## config.mk

```make
export PLATFORM = sky130hd
export DESIGN_NAME = data_memory_access_controller
export DESIGN_NICKNAME = d
export VERILOG_FILES = /design/src/rtl/data_memory_access_controller.sv
export SDC_FILE = /design/constraint.sdc
export NUM_CORES = 1
export LEC_CHECK = 0
export BUFFER_PORTS_ARGS = -buffer_cell sky130_fd_sc_hd__clkbuf_2
export CORE_MARGIN = 2
export CORE_UTILIZATION = 58
export CTS_CLUSTER_SIZE = 8
export DETAILED_ROUTE_END_ITERATION = 8
export PLACE_DENSITY = 0.87
export SLEW_MARGIN = 10
export SYNTH_ARGS = -nofsm -noshare
export SYNTH_HDL_FRONTEND = slang
export SYNTH_SLANG_ARGS = --single-unit
export TNS_END_PERCENT = 20
```

## constraint.sdc

```tcl
create_clock -name clk -period 4.5 [get_ports clk]
set_input_delay 0 -clock clk [delete_from_list [all_inputs] [get_ports clk]]
set_output_delay 0 -clock clk [all_outputs]
set_load 0.02 [all_outputs]
```

## src/rtl/data_memory_access_controller.sv

```systemverilog
// Data-memory access sequencer: turns MEM-stage loads/stores into valid/ready
// word transfers, splitting or faulting word-crossing accesses.
module data_memory_access_controller #(
  parameter int XLEN             = 32,   // only 32 is supported
  parameter bit SPLIT_MISALIGNED = 1'b1
) (
  input  logic            clk,
  input  logic            reset,
  input  logic            MemReq,
  input  logic            MemWrite,
  input  logic [2:0]      TruncSrc,
  input  logic [XLEN-1:0] Addr,
  input  logic [XLEN-1:0] WriteData,
  output logic            Stall,
  output logic            Done,
  output logic [XLEN-1:0] ReadData,
  output logic            MisalignFault,
  output logic            BusValid,
  input  logic            BusReady,
  output logic            BusWrite,
  output logic [XLEN-1:0] BusAddr,
  output logic [3:0]      BusByteEn,
  output logic [XLEN-1:0] BusWData,
  input  logic [XLEN-1:0] BusRData
);

  typedef enum logic [1:0] {
    ST_IDLE,
    ST_ACCESS0,
    ST_ACCESS1,
    ST_RESP
  } state_e;

  localparam logic [2:0] TR_BYTE               = 3'd0;
  localparam logic [2:0] TR_HALF_WORD          = 3'd1;
  localparam logic [2:0] TR_WORD               = 3'd2;
  localparam logic [2:0] TR_BYTE_UNSIGNED      = 3'd3;
  localparam logic [2:0] TR_HALF_WORD_UNSIGNED = 3'd4;
  localparam logic [2:0] TR_NO_TRUNC           = 3'd5;

  function automatic logic [2:0] size_of(input logic [2:0] code);
    case (code)
      TR_BYTE, TR_BYTE_UNSIGNED:           size_of = 3'd1;
      TR_HALF_WORD, TR_HALF_WORD_UNSIGNED: size_of = 3'd2;
      default:                             size_of = 3'd4;
    endcase
  endfunction

  function automatic logic [3:0] mask_of(input logic [2:0] code);
    case (size_of(code))
      3'd1:    mask_of = 4'b0001;
      3'd2:    mask_of = 4'b0011;
      default: mask_of = 4'b1111;
    endcase
  endfunction

  state_e          state_q, state_d;
  logic [XLEN-1:0] addr_q, addr_d;
  logic [XLEN-1:0] wdata_q, wdata_d;
  logic [XLEN-1:0] raw_q, raw_d;
  logic [2:0]      trunc_q, trunc_d;
  logic            write_q, write_d;
  logic            cross_q, cross_d;
  logic            fault_q, fault_d;

  logic            req_cross;
  logic [1:0]      off;
  logic [5:0]      sh_lo, sh_hi;
  logic [3:0]      mask, be_lo, be_hi;
  logic [XLEN-1:0] word_addr;
  logic [XLEN-1:0] load_ext;

  logic            stall_c, done_c, valid_c, write_c;
  logic [XLEN-1:0] addr_c, wdata_c;
  logic [3:0]      be_c;

  assign req_cross = ({1'b0, Addr[1:0]} + size_of(TruncSrc)) > 3'd4;

  // Lane shifts: sh_lo moves the low part up to the offset, sh_hi brings the
  // bytes that spilled past the word boundary into the second word.
  assign off       = addr_q[1:0];
  assign sh_lo     = {1'b0, off, 3'b000};
  assign sh_hi     = {(3'd4 - {1'b0, off}), 3'b000};
  assign mask      = mask_of(trunc_q);
  assign be_lo     = mask << off;
  assign be_hi     = mask >> (3'd4 - {1'b0, off});
  assign word_addr = {addr_q[XLEN-1:2], 2'b00};

  always_comb begin
    // NOTE: every signal gets a default before the case so no latch is inferred.
    state_d = state_q;
    addr_d  = addr_q;
    wdata_d = wdata_q;
    raw_d   = raw_q;
    trunc_d = trunc_q;
    write_d = write_q;
    cross_d = cross_q;
    fault_d = fault_q;
    stall_c = 1'b0;
    done_c  = 1'b0;
    valid_c = 1'b0;
    write_c = 1'b0;
    addr_c  = '0;
    wdata_c = '0;
    be_c    = '0;

    case (state_q)
      ST_IDLE: begin
        if (MemReq) begin
          stall_c = 1'b1;
          addr_d  = Addr;
          wdata_d = WriteData;
          trunc_d = TruncSrc;
          write_d = MemWrite;
          cross_d = req_cross;
          fault_d = req_cross && !SPLIT_MISALIGNED;
          raw_d   = '0;
          state_d = (req_cross && !SPLIT_MISALIGNED) ? ST_RESP : ST_ACCESS0;
        end
      end
      ST_ACCESS0: begin
        stall_c = 1'b1;
        valid_c = 1'b1;
        write_c = write_q;
        addr_c  = word_addr;
        be_c    = be_lo;
        wdata_c = wdata_q << sh_lo;
        if (BusReady) begin
          raw_d   = BusRData >> sh_lo;
          state_d = cross_q ? ST_ACCESS1 : ST_RESP;
        end
      end
      ST_ACCESS1: begin
        stall_c = 1'b1;
        valid_c = 1'b1;
        write_c = write_q;
        addr_c  = {addr_q[XLEN-1:2] + 1'b1, 2'b00};
        be_c    = be_hi;
        wdata_c = wdata_q >> sh_hi;
        if (BusReady) begin
          raw_d   = raw_q | (BusRData << sh_hi);
          state_d = ST_RESP;
        end
      end
      ST_RESP: begin
        done_c  = 1'b1;
        state_d = ST_IDLE;
      end
      default: state_d = ST_IDLE;
    endcase
  end

  // NOTE: sequential state uses non-blocking assignments only.
  always_ff @(posedge clk) begin
    if (reset) begin
      state_q <= ST_IDLE;
    end else begin
      state_q <= state_d;
    end
  end

  // NOTE: request/datapath registers carry no reset; they are always loaded in
  // IDLE before any state that reads them.
  always_ff @(posedge clk) begin
    addr_q  <= addr_d;
    wdata_q <= wdata_d;
    raw_q   <= raw_d;
    trunc_q <= trunc_d;
    write_q <= write_d;
    cross_q <= cross_d;
    fault_q <= fault_d;
  end

  always_comb begin
    load_ext = raw_q;
    case (trunc_q)
      TR_BYTE:               load_ext = {{(XLEN-8){raw_q[7]}}, raw_q[7:0]};
      TR_HALF_WORD:          load_ext = {{(XLEN-16){raw_q[15]}}, raw_q[15:0]};
      TR_BYTE_UNSIGNED:      load_ext = {{(XLEN-8){1'b0}}, raw_q[7:0]};
      TR_HALF_WORD_UNSIGNED: load_ext = {{(XLEN-16){1'b0}}, raw_q[15:0]};
      TR_WORD, TR_NO_TRUNC:  load_ext = raw_q;
      default:               load_ext = raw_q;
    endcase
  end

  // Reset overrides everything visible to the pipeline and the bus at once.
  assign Stall         = !reset && stall_c;
  assign Done          = !reset && done_c;
  assign MisalignFault = Done && fault_q;
  assign ReadData      = (Done && !write_q && !fault_q) ? load_ext : '0;
  assign BusValid      = !reset && valid_c;
  assign BusWrite      = write_c;
  assign BusAddr       = addr_c;
  assign BusByteEn     = be_c;
  assign BusWData      = wdata_c;

endmodule

```

==> results.toml, run 1 <==
[timing]
slew_headroom = 0.193
max_freq_mhz = 272
drv_slew = 0
period_share = 0.816
whs_ns = 0.0155
fin_ws_ns = 0.829
setup_tns_ns = 0
setup_viol = 0
fin_skew_ns = 0.00590
rsz0062_at_grt = "no"
period_minus_slack_ns = 3.67
worst_slew_pin_slew_ns = 1.21
finalHoldViolations = 0

[place]
place_congestion = 1.04
dp_slack_ns = 1.30
io_buffers = 205
dpl.hpwl_microns = 15300

[clock_tree]
cts_buffers = 9
clock_latency_ns = 0.36
path_clk_slew_ns = 0.07
htreeDepth = 3
cts_setup_buffers = 0
cts_tree = "built"
cts_root_buf = "clkbuf_16"
cts_sinks = 103
clockBufferDepth = 2

[floorplan]
dieArea_sq_mm = 0.0138
dieWidth_microns = 117
rows = 41
initial_utilization = 0.593
core_area_sq_mm = 0.0126
io_pins = 209
die_y_microns = 117

[setup_path]
r2r_end = "raw_q[22]"
critPathCaptureType = "output port"
crit_path_max_incr_delay_ns = 0.65
cp-start-kind = "register"
crit_path_cell_trace = "buf_4 > inv_1 > ha_1 > or2_1 > a21oi_4 > a22oi_1 > a21oi_1 > clkbuf_2"
cp.required_ns = 4.50
regToRegSetupSlack_ns = 1.32
crit_path_max_fanout = 30
r2r_start = "addr_q[1]"
worstPathArrival_ns = 3.67
cpMaxStageDelayCell = "a21oi_4"
cp_top_family = "compound AO/OA/AOI/OAI gates"
worstSetupPathType = "reg2out"
r2r_cells = 7
path_buf_inv = 3

[yosys]
synth_top_family_by_area = "compound AO/OA/AOI/OAI gates"
synth_top_flop_cell = "edfxtp_1"
yosysSeqAreaShare = 0.412
synth.area.top_cells = "edfxtp_1 (41%), nor2_1 (6.8%), a21oi_1 (5.8%), nand2_1 (4.0%), o21ai_0 (3.9%)"
synth_area_per_cell_sq_um = 8.87
synth_fa_ha_area_frac = 0.0191
synth-compound-area-share = 0.234
synth_warnings = 0
synth_xor_xnor_area_share = 0.00470
postSynth.asyncResetShare = 0
ys_types = 81
synth_area_sq_mm = 0.00746
ys_ff_latch = 103
synth_top_area_share = 0.407
synthSimpleGateAreaFrac = 0.203
synthCells = 841
synth_edf_count = 101
synthMuxAreaShare = 0.0740
synth_area_leader_cell = "edfxtp_1"

[global_route]
gr-total-overflow = 0
antenna_found_initial = 0
grt_max_degree = 69
grt_usage = 0.333
grt_pass1_wl_microns = 37000
grt_pass1_vias = 7338

[pwr]
leakagePower_nw = 3.82
powerDensity_mw_per_mm2 = 542
ir_drop_uv = 351

[min_path]
hold_depth = 3
hold_class = "in2reg"
whs_endpoint = "raw_q[25]"
worstHoldStart = "BusRData[25]"

[drt]
wirelength_microns = 23600
ant_nets = 0
drc = 0
drt_iter0_drc = 1079
wl_per_cell_microns = 18.9
viasPerCell = 6.33
dr.pass1.iters = 6
num_vias = 7904

[layout]
nets = 1185
num_antenna_cells = 0
final_common_cell = "clkbuf_2"
area_growth_pct = 27.0
drive_gt1_frac = 0.254
fill_cells = 889
most-common-layout-cells = "clkbuf_2 (205), nor2_1 (134), edfxtp_1 (101)"

[job]
max_cap_violations = 0

[outcome]
status = "completed"
[final cells by class]
type                       instances  area [sq um]  share of cell area
sequential                       103          3070               0.325
clock inverter                     7          47.5             0.00502
clock buffer                       9           225              0.0238
inverter                          16          60.1             0.00634
timing repair buffer             288          1830               0.193
multi-input combinational        653          4020               0.425
tap                              172           215              0.0227
[synthesized netlist by cell type, drive strengths merged, types with 9 or more instances]
cell type / instances
ha: 9
nand4: 9
clkbuf: 38
mux2: 15
buf: 33
a22oi: 34
and2: 18
nor2: 136
nor2b: 17
mux2i: 27
edfxtp: 101
inv: 15
a21oi: 88
nand3: 19
a22o: 9
o21ai: 59
nand2: 80
[tightest hold or removal path, stage by stage]
cell and delay [ns]:
clkbuf_2 0.10, a221oi_1 0.07, nor2_1 0.09
[kinds of logic (layout without fill, tap and decap cells)]
| family | after synthesis | count (layout) |
|---|---|---|
| buf+inv | 87 | 320 |
| flops | 103 | 103 |
| compound gates | 269 | 269 |
| fa+ha+maj | 11 | 11 |
| other cells | 1 | 3 |
| mux | 47 | 47 |
| xor+xnor | 4 | 4 |
| simple gates | 319 | 319 |
[power breakdown]
group          internal (mW)  switching (mW)
logic                  0.859            1.74
registers               1.49           0.290
clock network          0.376           0.373
[how the worst max path moves through the flow]
| stage | from | to | cells after the start |
|---|---|---|---|
| after floorplan | state_q[0] | Stall | 5 |
| after global placement | addr_q[1] | BusWData[15] | 8 |
| after detailed placement | addr_q[1] | BusWData[15] | 8 |
| after CTS | addr_q[1] | BusWData[15] | 8 |
| after global routing | addr_q[1] | BusWData[12] | 8 |
| final | addr_q[1] | BusWData[12] | 8 |
[flip-flops by register name (all words and copies together), names as in the netlist]
name,flops
cross_q,1
trunc_q,3
raw_q,32
write_q,1
addr_q,32
wdata_q,32
state_q,2
[per-layer routing]
layer  GRT usage  wire [microns]  vias to the layer above
met5           0               0                        -
met3      0.0739            2720                       94
met2       0.530           11100                      581
met4       0.157             977                        0
li1            -               -                     3583
met1       0.434            8880                     3646
[per-stage QoR]
step	std cells	area (sq um)	utilization	total power, mW
2_1_floorplan	843	7470	-	3.53
3_3_place_gp	1161	8480	0.674	4.19
3_5_place_dp	1161	8480	0.674	4.25
4_1_cts	1248	9460	0.753	5.03
5_1_grt	1248	9470	0.753	5.39
6_report	1248	9470	0.753	5.13
[repair_timing]
action / 4_1_cts / 5_1_grt
hold buffers: 71 / 0
resized for setup: 0 / 0
endpoints found under the hold margin: 72 / 0
(Power assumes the default switching activity.)
==> run 2, diff against run 1 <==
Settings changed: CORE_UTILIZATION 58 to 48, PLACE_DENSITY 0.87 to 0.77.
Clock period 4.5 ns to 3.14 ns, I/O delays scaled along.
==> run 2 against run 1 <==
  * Wire length grew 1.9%
  * Global-route usage shrank 4.4 points
  * Utilization shrank 12 points
  * Flip-flop and latch count is the same
  * Power grew 47%
  * Highest routed layer unchanged
==> results.toml, run 2 (same netlist as run 1, synthesis figures left out) <==
[outcome]
status = "completed"

[floorplan]
initial_utilization = 0.491
core_area_sq_mm = 0.0152
dieArea_sq_mm = 0.0166
die_y_microns = 129
dieWidth_microns = 129
rows = 45
io_pins = 209

[setup_path]
crit_path_max_fanout = 27
critPathCaptureType = "output port"
worstPathArrival_ns = 2.96
crit_path_cell_trace = "inv_1 > ha_1 > nand2b_4 > or2_1 > a21oi_4 > a22oi_1 > a21oi_2 > clkbuf_2"
cp-start-kind = "register"
r2r_cells = 7
worstSetupPathType = "reg2out"
regToRegSetupSlack_ns = 0.70
cpMaxStageDelayCell = "a21oi_4"
crit_path_max_incr_delay_ns = 0.67
cp.required_ns = 3.14

[global_route]
grt_pass1_vias = 7226
grt_usage = 0.289
gr-total-overflow = 0
grt_max_degree = 110
antenna_found_initial = 1
grt_pass1_wl_microns = 37300

[clock_tree]
path_clk_slew_ns = 0.07
htreeDepth = 3
cts_buffers = 9
cts_sinks = 103
ctsResizeCount = 0
cts_tree = "built"
clock_latency_ns = 0.37
cts_root_buf = "clkbuf_16"
clockBufferDepth = 2

[timing]
fin_ws_ns = 0.182
fin_skew_ns = 0.0103
rsz0062_at_grt = "no"
setup_viol = 0
drv_slew = 0
worst_slew_pin_slew_ns = 0.830
max_freq_mhz = 338
finalHoldViolations = 0
slew_headroom = 0.446
period_minus_slack_ns = 2.96
period_share = 0.942
setup_tns_ns = 0

[place]
io_buffers = 205
dpl.hpwl_microns = 16200
place_congestion = 0.924
dp_slack_ns = 0.592

[min_path]
hold_depth = 3
hold_class = "in2reg"

[drt]
viasPerCell = 6.09
drc = 0
dr.pass1.iters = 6
num_vias = 7782
drt_iter0_drc = 1009
wirelength_microns = 24100
ant_nets = 0
wl_per_cell_microns = 18.9

[layout]
area_growth_pct = 29.1
final_common_cell = "clkbuf_2"
nets = 1198
drive_gt1_frac = 0.265
most-common-layout-cells = "clkbuf_2 (205), nor2_1 (134), edfxtp_1 (101)"
largestRegisters = "addr_q x32, raw_q x32, wdata_q x32"

[pwr]
powerDensity_mw_per_mm2 = 785
ir_drop_uv = 467
leakagePower_nw = 3.90

[job]
max_cap_violations = 0
==> run 2: stage by stage <==
| step | util | cell area, sq um | std cells | hold slack (ns) | power [mW] |
|---|---|---|---|---|---|
| after floorplan | - | 7470 | 843 | 0.0724 | 5.06 |
| after global placement | 0.567 | 8620 | 1191 | 0.176 | 6.15 |
| after detailed placement | 0.567 | 8620 | 1191 | 0.179 | 6.21 |
| after CTS | 0.633 | 9630 | 1276 | 0.00219 | 7.50 |
| after global routing | 0.633 | 9630 | 1277 | 0.0259 | 7.99 |
| final | 0.633 | 9630 | 1277 | 0.0122 | 7.56 |
==> run 2: per-layer routing <==
metal  global-route usage  routed length [microns]  share of wire  vias up
met1                0.373                     9330           0.39     3580
met5                    0                        0              0        -
met4                0.145                      909          0.038        0
met2                0.469                    11500           0.48      532
met3               0.0536                     2400           0.10       63
li1                     -                        -              -     3607
==> run 2: path summary, 6_finish.rpt <==
path,end,from
worst max-delay path,BusWData[15],addr_q[0]
worst min-delay path,raw_q[30],BusRData[30]
worst max register to register,raw_q[25],addr_q[0]
worst min register to register,state_q[1],state_q[1]
==> run 2: area by class of cell <==
| class | instances | area, sq um |
|---|---|---|
| fill | 1296 | 5570 |
| multi-input combinational | 653 | 4010 |
| sequential | 103 | 3070 |
| timing repair buffer | 301 | 1930 |
| tap | 188 | 235 |
| clock buffer | 9 | 225 |
| clock inverter | 6 | 85.1 |
| inverter | 16 | 60.1 |
| antenna | 1 | 2.50 |
==> run 2: critical path, delay by kind of cell (launching register included) <==
family | cells | cell delay [ns]
compound gates | 3 | 1.10
simple gates | 2 | 0.63
flops | 1 | 0.39
buf+inv | 2 | 0.26
fa+ha+maj | 1 | 0.22
==> run 2: what timing repair did <==
action	4_1_cts	5_1_grt
setup buffers	0	0
endpoints found under the setup margin	0	0
hold buffers	70	0
hold endpoints to repair	71	0
==> run 2: power by group <==
group / switching [mW] / internal, mW
registers: 0.410 / 2.13
clock network: 0.535 / 0.693
logic: 2.49 / 1.30
